**src/rtl/dmem_arbiter_pkg.sv**
```systemverilog
// Shared definitions for the data-RAM arbiter: FSM states, default bus widths, pointer helper.
// Latency: none (definitions only).
// Backpressure: not applicable.
package dmem_arbiter_pkg;

    // Arbiter FSM states; encodings are fixed so debug views stay stable.
    typedef enum logic [1:0] {
        ST_IDLE   = 2'd0,
        ST_ACCESS = 2'd1,
        ST_WAIT   = 2'd2,
        ST_RESP   = 2'd3
    } state_t;

    // Bus widths shared with ram_data ADDBUS / DATAIN / DATAOUT.
    localparam int ADDR_W_DEF    = 16;
    localparam int DATA_W_DEF    = 16;
    localparam int NUM_CORES_DEF = 4;
    localparam int RD_LAT_DEF    = 1;

    // Round-robin successor of requester id among n requesters.
    function automatic int rr_next(input int id, input int n);
        return (id + 1 >= n) ? 0 : id + 1;
    endfunction

endpackage

```
**src/rtl/dmem_arbiter_rr_pick.sv**
```systemverilog
// Combinational round-robin picker: first set req bit searching ptr, ptr+1, ... mod N.
// Latency: zero cycles (pure combinational).
// Backpressure: none; caller decides when the pick is consumed.
module rr_pick #(
    parameter int N     = 4,
    parameter int IDX_W = $clog2(N)
) (
    input  logic [N-1:0]     req,
    input  logic [IDX_W-1:0] ptr,
    output logic             any,
    output logic [IDX_W-1:0] win_id
);

    // Scan from the farthest offset down to ptr so the nearest requester overrides.
    always_comb begin
        any    = 1'b0;
        win_id = '0;
        for (int k = N - 1; k >= 0; k--) begin
            if (req[(int'(ptr) + k) % N]) begin
                any    = 1'b1;
                win_id = IDX_W'((int'(ptr) + k) % N);
            end
        end
    end

endmodule

```
**src/rtl/dmem_arbiter.sv**
```systemverilog
// Shares single-port ram_data among NUM_CORES load/store units, one access in flight, round-robin.
// Latency from IDLE sample at t: write ack at t+2, read ack at t+2+RD_LAT; next grant one cycle after ack.
// Backpressure: requesters hold req and operands until their one-cycle ack; RAM never stalls.
module dmem_arbiter
    import dmem_arbiter_pkg::*;
#(
    parameter int NUM_CORES = NUM_CORES_DEF,
    parameter int ADDR_W    = ADDR_W_DEF,
    parameter int DATA_W    = DATA_W_DEF,
    parameter int RD_LAT    = RD_LAT_DEF
) (
    input  logic                        clk,
    input  logic                        rst,
    input  logic [NUM_CORES-1:0]        core_req,
    input  logic [NUM_CORES-1:0]        core_wr,
    input  logic [NUM_CORES*ADDR_W-1:0] core_addr,
    input  logic [NUM_CORES*DATA_W-1:0] core_wdata,
    output logic [NUM_CORES-1:0]        core_ack,
    output logic [DATA_W-1:0]           core_rdata,
    output logic [ADDR_W-1:0]           mem_addr,
    output logic [DATA_W-1:0]           mem_wdata,
    output logic                        mem_wr,
    output logic                        mem_rd,
    input  logic [DATA_W-1:0]           mem_rdata
);

    localparam int IDX_W = $clog2(NUM_CORES);
    localparam int LAT_W = $clog2(RD_LAT + 1);

    state_t                state_q,      state_d;
    logic [IDX_W-1:0]      ptr_q,        ptr_d;
    logic [IDX_W-1:0]      win_id_q,     win_id_d;
    logic                  wr_q,         wr_d;
    logic [LAT_W-1:0]      lat_cnt_q,    lat_cnt_d;
    logic [ADDR_W-1:0]     mem_addr_q,   mem_addr_d;
    logic [DATA_W-1:0]     mem_wdata_q,  mem_wdata_d;
    logic                  mem_wr_q,     mem_wr_d;
    logic                  mem_rd_q,     mem_rd_d;
    logic [NUM_CORES-1:0]  core_ack_q,   core_ack_d;
    logic [DATA_W-1:0]     core_rdata_q, core_rdata_d;

    logic                  pick_any;
    logic [IDX_W-1:0]      pick_id;

    rr_pick #(
        .N     (NUM_CORES),
        .IDX_W (IDX_W)
    ) u_rr_pick (
        .req    (core_req),
        .ptr    (ptr_q),
        .any    (pick_any),
        .win_id (pick_id)
    );

    // Next-state and registered-output logic; outputs are computed one cycle ahead so they are flop-driven.
    always_comb begin
        state_d      = state_q;
        ptr_d        = ptr_q;
        win_id_d     = win_id_q;
        wr_d         = wr_q;
        lat_cnt_d    = lat_cnt_q;
        mem_addr_d   = mem_addr_q;
        mem_wdata_d  = mem_wdata_q;
        mem_wr_d     = 1'b0;
        mem_rd_d     = 1'b0;
        core_ack_d   = '0;
        core_rdata_d = core_rdata_q;

        case (state_q)
            ST_IDLE: begin
                // The winner's operands go straight into the RAM-facing registers, which double as the latch.
                if (pick_any) begin
                    win_id_d    = pick_id;
                    wr_d        = core_wr[pick_id];
                    mem_addr_d  = core_addr[int'(pick_id)*ADDR_W +: ADDR_W];
                    mem_wdata_d = core_wdata[int'(pick_id)*DATA_W +: DATA_W];
                    mem_wr_d    = core_wr[pick_id];
                    mem_rd_d    = ~core_wr[pick_id];
                    state_d     = ST_ACCESS;
                end
            end
            ST_ACCESS: begin
                if (wr_q) begin
                    core_ack_d[win_id_q] = 1'b1;
                    state_d              = ST_RESP;
                end else begin
                    lat_cnt_d = LAT_W'(RD_LAT);
                    state_d   = ST_WAIT;
                end
            end
            ST_WAIT: begin
                lat_cnt_d = lat_cnt_q - 1'b1;
                // DATAOUT is valid on the last WAIT cycle; capture it alongside the ack.
                if (lat_cnt_q == LAT_W'(1)) begin
                    core_rdata_d         = mem_rdata;
                    core_ack_d[win_id_q] = 1'b1;
                    state_d              = ST_RESP;
                end
            end
            ST_RESP: begin
                ptr_d   = IDX_W'(rr_next(int'(win_id_q), NUM_CORES));
                state_d = ST_IDLE;
            end
            default: begin
                state_d = ST_IDLE;
            end
        endcase
    end

    // State and output registers; reset aborts any access in flight.
    always_ff @(posedge clk) begin
        if (rst) begin
            state_q      <= ST_IDLE;
            ptr_q        <= '0;
            win_id_q     <= '0;
            wr_q         <= 1'b0;
            lat_cnt_q    <= '0;
            mem_addr_q   <= '0;
            mem_wdata_q  <= '0;
            mem_wr_q     <= 1'b0;
            mem_rd_q     <= 1'b0;
            core_ack_q   <= '0;
            core_rdata_q <= '0;
        end else begin
            state_q      <= state_d;
            ptr_q        <= ptr_d;
            win_id_q     <= win_id_d;
            wr_q         <= wr_d;
            lat_cnt_q    <= lat_cnt_d;
            mem_addr_q   <= mem_addr_d;
            mem_wdata_q  <= mem_wdata_d;
            mem_wr_q     <= mem_wr_d;
            mem_rd_q     <= mem_rd_d;
            core_ack_q   <= core_ack_d;
            core_rdata_q <= core_rdata_d;
        end
    end

    assign core_ack   = core_ack_q;
    assign core_rdata = core_rdata_q;
    assign mem_addr   = mem_addr_q;
    assign mem_wdata  = mem_wdata_q;
    assign mem_wr     = mem_wr_q;
    assign mem_rd     = mem_rd_q;

endmodule
```
**config.mk**
```make
export PLATFORM = sky130hd
export DESIGN_NAME = dmem_arbiter
export DESIGN_NICKNAME = d
export VERILOG_FILES = /design/src/rtl/dmem_arbiter_pkg.sv /design/src/rtl/dmem_arbiter_rr_pick.sv /design/src/rtl/dmem_arbiter.sv
export SDC_FILE = /design/constraint.sdc
export NUM_CORES = 1
export LEC_CHECK = 0
export CAP_MARGIN = 30
export CORE_MARGIN = 1
export CORE_UTILIZATION = 37
export CTS_CLUSTER_SIZE = 12
export DETAILED_ROUTE_END_ITERATION = 8
export GPL_TIMING_DRIVEN = 0
export PLACE_DENSITY = 0.82
export SKIP_CTS_REPAIR_TIMING = 1
export SYNTH_ARGS = -nofsm -noshare
export SYNTH_HDL_FRONTEND = slang
export SYNTH_SLANG_ARGS = --single-unit
```
**constraint.sdc**
```tcl
create_clock -name clk -period 1.75 [get_ports clk]
set_input_delay 0.175 -clock clk [delete_from_list [all_inputs] [get_ports clk]]
set_output_delay 0.175 -clock clk [all_outputs]
set_load 0.1 [all_outputs]
```
# [Word level (Yosys, flattened, before mapping)]
# Index checks and enable logic that the tools add are counted.
[classes] n_addsub=5 n_mul=0 div_mod_pow=0 magnitude_cmp=8 eq_ne=6 shift=2 muxes=33 bitwise_logic=6 reduce_logical=11
[ops] operator="variable part select 64 x 7 -> 16 bit" n=2
[ops] operator="two-way mux 1 bit" n=15
[ops] operator="two-way mux 2 bit" n=7
[ops] operator="less-than comparator 3 x 4 -> 1 bit (second input constant)" n=3
[ops] operator="binary-select mux 1 bit (select 2 bit)" n=5
[ops] operator="less-than comparator 2 x 3 -> 1 bit (second input constant)" n=3
[ops] operator="two-way mux 4 bit" n=2
[ops] operator="case mux 2 bit (4 select lines)" n=1
[ops] operator="case mux 4 bit (2 select lines)" n=1
[ops] operator="AND reduction 2 bit" n=4
[ops] operator="!= test 2 bit (second input constant)" n=3
[ops] operator="OR reduction 2 bit" n=3
[ops] operator="adder 2 bit (second input constant)" n=2
[ops] operator="== test 2 bit (second input constant)" n=2
[ops] operator="adder 2 x 1 -> 3 bit (second input constant)" n=1
[ops] operator="AND 1 bit (first input constant)" n=3
[ops] operator=">= comparator 3 bit (second input constant)" n=1
[ops] operator="NOT 1 bit" n=3
[ops] operator="OR reduction 3 bit" n=1
[ops] operator="adder 2 x 1 -> 2 bit (second input constant)" n=1
[ops] operator="demux 1 bit (select 2 bit)" n=1
[ops] operator="== test 2 x 1 -> 1 bit (second input constant)" n=1
[ops] operator=">= comparator 2 x 1 -> 1 bit (second input constant)" n=1
[ops] operator="logical NOT 2 bit" n=1
[ops] operator="4 further kinds" n=4
[totals] register_bits=62 latchBits=0 ram_bits=0 romBits=0 inputBits=154 output_inout_bits=54 memories=0

# [Depth between registers and ports, before layout]
[depth] word_depth=13 depth_mapped=8 depth_no_buf=7

# [Hierarchy]
# Synthesis repeated with hierarchy kept, for this count alone.
[unflattened] cells_unflattened=334 area_unflattened_um2=3185.6
[modules_own_cells] mod="dmem_arbiter" instances=1 cells_per_inst=321 area_each_um2=3108.0
[modules_own_cells] mod="rr_pick" instances=1 cells_per_inst=13 area_each_um2=77.6

# [Worst setup path before layout]
# No wires, ideal clock.
[synth_timing] path_type="register -> register" from="register ptr_q[0]" to="register mem_addr_q[14], in the netlist mem_addr[14]" setup_ns=0.128 arrival_time_ns=1.401 slack_ns=0.220 path_stages_with_launch=8 n_path_buf=2 path_cell_list="dfxtp_1 -> nand2b_1 -> and4b_4 -> nor2_2 -> buf_6 -> buf_8 -> mux2i_1 -> o221ai_2"
[synth_between] elab_chain_len=9 word_cells_on_any_way=24 classes_between="3 x add/sub; 1 x shift; 19 x mux; 1 x reduce/logical"
[synth_lines] element="start: declaration" line_no="dmem_arbiter.sv:31" text="logic [IDX_W-1:0] ptr_q, ptr_d;"
[synth_lines] element="start signal: assignment" line_no="dmem_arbiter.sv:126" text="ptr_q <= ptr_d;"
[synth_lines] element="adder 2 bit" line_no="dmem_arbiter_rr_pick.sv:19, dmem_arbiter_rr_pick.sv:21"
[synth_lines] element="binary-select mux 1 bit (select 2 bit)" line_no="dmem_arbiter_rr_pick.sv:19" text="if (req[(int'(ptr) + k) % N]) begin"
[synth_lines] element="two-way mux 1 bit (implied by the code) (2 in series)" line_no="dmem_arbiter_rr_pick.sv:19"
[synth_lines] element="two-way mux 2 bit or two-way mux 1 bit (tied branches) (4 in series)" line_no="dmem_arbiter_rr_pick.sv:19"
[synth_lines] element="variable part select 64 x 7 -> 16 bit or AND reduction 2 bit (tied branches)"
[synth_lines] element="end signal: assignment" line_no="dmem_arbiter.sv:130" text="mem_addr_q <= mem_addr_d;"
[synth_lines] element="end: declaration" line_no="dmem_arbiter.sv:35" text="logic [ADDR_W-1:0] mem_addr_q, mem_addr_d;"
# Several ways; a longest one is shown, not always the timed one. The select of a mux whose other input is x is not followed.
# A chain may end at the register's enable or synchronous reset.

# [Final worst setup path]
[layout_timing] from="register ptr_q[0]" to="register mem_addr_q[15], in the netlist mem_addr[15]"
# The elaborated chain is that of the path after synthesis.

==> results_dict.tcl <==
set metrics [dict create \
    max_cap_viol_count 0 \
    bufs_on_longest_clock_path 2 \
    initial_core_util_pct 38.9 \
    yosys_warnings 0 \
    antenna-diode-count 0 \
    slew_viol_final 0 \
    final-hold-violation-count 0 \
    globalRouteTotalUtil_pct 21.8 \
    worstSetupPathType "register to register" \
    post_drt_wl_per_cell_um 17.7 \
    fin_worst_skew_ns 0.00767 \
    die_height_um 95.7 \
    finalNonFillerCells 677 \
    worst_skew_pair.late_latency_ns 0.33 \
    synth_simple_gate_area_share_pct 15.6 \
    synth-compound-area-share_pct 14.2 \
    timing.critical_path.to_type "register" \
    synth_top_family_by_area "multiplexers" \
    swShare_pct 49.4 \
    detailroute.via_count 3473 \
    first_iter_violations 96 \
    grt_max_degree 11 \
    max_slew.worst_pin.slew_ns 1.03 \
    syn_to_final_growth_pct 94.2 \
    drcViolationCount 0 \
    post-route-cell-area_mm2 0.00631 \
    yosysSeqAreaShare_pct 38.2 \
    timing.final.setup_violations 5 \
    mappedNetlistNets 499 \
    nFillCells 576 \
    pwr_density_cell_mw_per_mm2 1300 \
    worst-endpoint-arrival_ns 2.02 \
    antenna_found_initial 0 \
    design.die.area_mm2 0.00915 \
    firstDrtPassIters 4 \
    syn_inst 336 \
    multiplexer_share_of_the_synthesized_area_pct 21.3 \
    async_reset_ff_share_pct 0 \
    synth_flop_cell "dfxtp_1" \
    final_layout_size_suffix_gt1_share_pct 16.1 \
    yosys.cell_types.count 36 \
    timing.hold.worst.class "primary input to register" \
    area_after_detailed_placement_mm2 0.00544 \
    outcome "finished with violations" \
    ant_nets 0 \
    cp_data_required_time_ns 1.96 \
    place_congestion 0.769 \
    ir_drop_worst_vdd_mv 0.634 \
    total_switching_power_mw 4.03 \
    critical_path_peak_fanout 6 \
    fp.coreArea_mm2 0.00834 \
    postRouteWirelength_um 12000 \
    timing.max_slew.rel_slack_pct 31.2 \
    failed_checks "negative setup slack" \
    io_buffers 206 \
    mappedNetlistArea_mm2 0.00325 \
    seqCellArea_mm2 0.00125 \
    layout_min_cycle_time_ns 1.82 \
    place_hpwl_um 8300 \
    edff_count_synth 0 \
    p_clk_share_pct 15.8 \
    ctsRootBufferMaster "clkbuf_8" \
    cts.sink_count 62 \
    via_per_inst 5.13 \
    startpoint_type "register" \
    design_power_total_mw 8.17 \
    pwr-share-seq_pct 24.2 \
    adder_and_majority_gate_portion_of_the_synthesized_area_pct 3.47 \
    clk_pin_slew_worst_paths_ns 0.07 \
    max_clock_freq_ghz 0.551 \
    placed_cells_incl_taps 647 \
    grt_overflow_total 0 \
    post-route-period-util_pct 104 \
    first_pass_grt_wire_length_um 15200 \
    avgSynthCellArea_um2 9.66 \
    power.share.combinational_pct 60.0 \
    num_io_pins 208 \
    intPower_mw 4.13 \
    synth_xor_xnor_area_share_pct 0 \
    multi_input_area_mm2 0.00201 \
    fin_setup_tns_ns -0.150 \
    cts-htree-levels 3 \
    setup_ws_ns -0.0657 \
    fin_nets 730 \
    floorplan.rows 33 \
    cts-buffers-inserted 9 \
    p_leak_nw 3.43 \
    tritoncts_clock_tree "done" \
    vias_in_the_first_global_route 3233 \
    horizontal_die_dimension_um 95.7 \
    rsz0062_at_grt "yes" \
    synth_seq_cells 62 \
]
layer usage:
layer / share of wire (%) / GRT usage, % / wire [µm] / up-vias
li1: - / - / - / 1679
met1: 38 / 23.9 / 4540 / 1622
met2: 51 / 39.3 / 6110 / 157
met3: 9.5 / 6.70 / 1130 / 15
met4: 1.4 / 8.08 / 168 / 0
met5: 0 / 0 / 0 / -
area by class of cell:
cell class,instances,area share (%)
Inverter,5,0.298
Tap cell,105,2.08
Clock buffer,12,2.46
Timing Repair Buffer,221,38.9
Multi-Input combinational cell,245,31.9
Buffer,23,3.85
Clock inverter,4,0.714
Sequential cell,62,19.8
Yosys cell counts (4+ instances only):
master | n | share of area, %
buf_2 | 8 | 1.2
and2_1 | 7 | 1.3
nand2b_1 | 5 | 0.96
o221ai_1 | 32 | 8.6
clkbuf_1 | 6 | 0.69
buf_12 | 4 | 2.5
mux2i_1 | 68 | 21
nand2_1 | 68 | 7.9
a21oi_1 | 18 | 2.8
ha_1 | 9 | 3.5
buf_6 | 5 | 1.7
nor2_1 | 9 | 1.0
dfxtp_1 | 62 | 38
inv_1 | 5 | 0.58
cell usage in the layout (no fill, tap or decap), drive strengths merged, types with 2 or more instances in the layout:
cell type,count
a211oi,2
clkinv,3
dfxtp,62
ha,9
nor2b,2
and2,7
o21ai,3
buf,23
clkdlybuf4s50,148
and4b,2
inv,5
mux2i,68
nor2,12
nand3,3
o221ai,33
a21boi,2
dlymetal6s2s,58
nand2b,6
a21oi,18
clkbuf,27
nand2,68
cell families after synthesis:
| group | after synthesis |
|---|---|
| simple gates | 105 |
| mux | 69 |
| compound gates | 62 |
| flops | 62 |
| buf+inv | 29 |
| fa+ha+maj | 9 |
registers in the layout, indices dropped and copies added, names as in the netlist:
register / flops
core_rdata: 16
mem_addr: 16
mem_wdata: 16
core_ack: 4
ptr_q: 2
state_q: 2
win_id_q: 2
lat_cnt_q: 1
mem_rd: 1
mem_wr: 1
wr_q: 1
path summary, 6_finish.rpt:
kind | from | endpoint | slack, ns | cells past startpoint
hold / removal | rst | core_rdata[7]$_SDFFE_PP0P_ | 0.23 | 2
setup / recovery | ptr_q[0]$_SDFFE_PP0N_ | mem_addr[15]$_SDFFE_PP0P_ | -0.07 | 7
setup reg to reg | ptr_q[0]$_SDFFE_PP0N_ | mem_addr[15]$_SDFFE_PP0P_ | -0.07 | 7
hold reg to reg | core_rdata[4]$_SDFFE_PP0P_ | core_rdata[4]$_SDFFE_PP0P_ | 0.45 | 2
worst max-delay path, cell delays in order, from the launching register on:
cell and delay [ns]:
dfxtp_4 0.37, nand2b_4 0.14, and4b_4 0.19, nor2_4 0.22
buf_12 0.19, buf_12 0.15, mux2i_1 0.27, o221ai_1 0.15
power groups by stage:
stage / clock (mW) / combinational (mW) / sequential [mW]
after global routing: 1.38 / 5.08 / 2.02
after CTS: 1.31 / 4.52 / 1.97
after floorplan: 0 / 1.08 / 4.19
after detailed placement: 0 / 4.51 / 2.00
after global placement: 0 / 4.47 / 1.98
final: 1.29 / 4.90 / 1.98
per-stage QoR:
step / hold slack (ns) / setup slack, ns / util, %
5_1_grt: 0.235 / -0.159 / 75.6
2_1_floorplan: 0.311 / 0.220 / -
4_1_cts: 0.190 / -0.287 / 67.6
6_report: 0.229 / -0.0657 / 75.6
3_5_place_dp: 0.448 / -0.472 / 65.2
3_3_place_gp: 0.441 / -0.487 / 65.2
No activity file was read; power rests on OpenSTA's default activity.
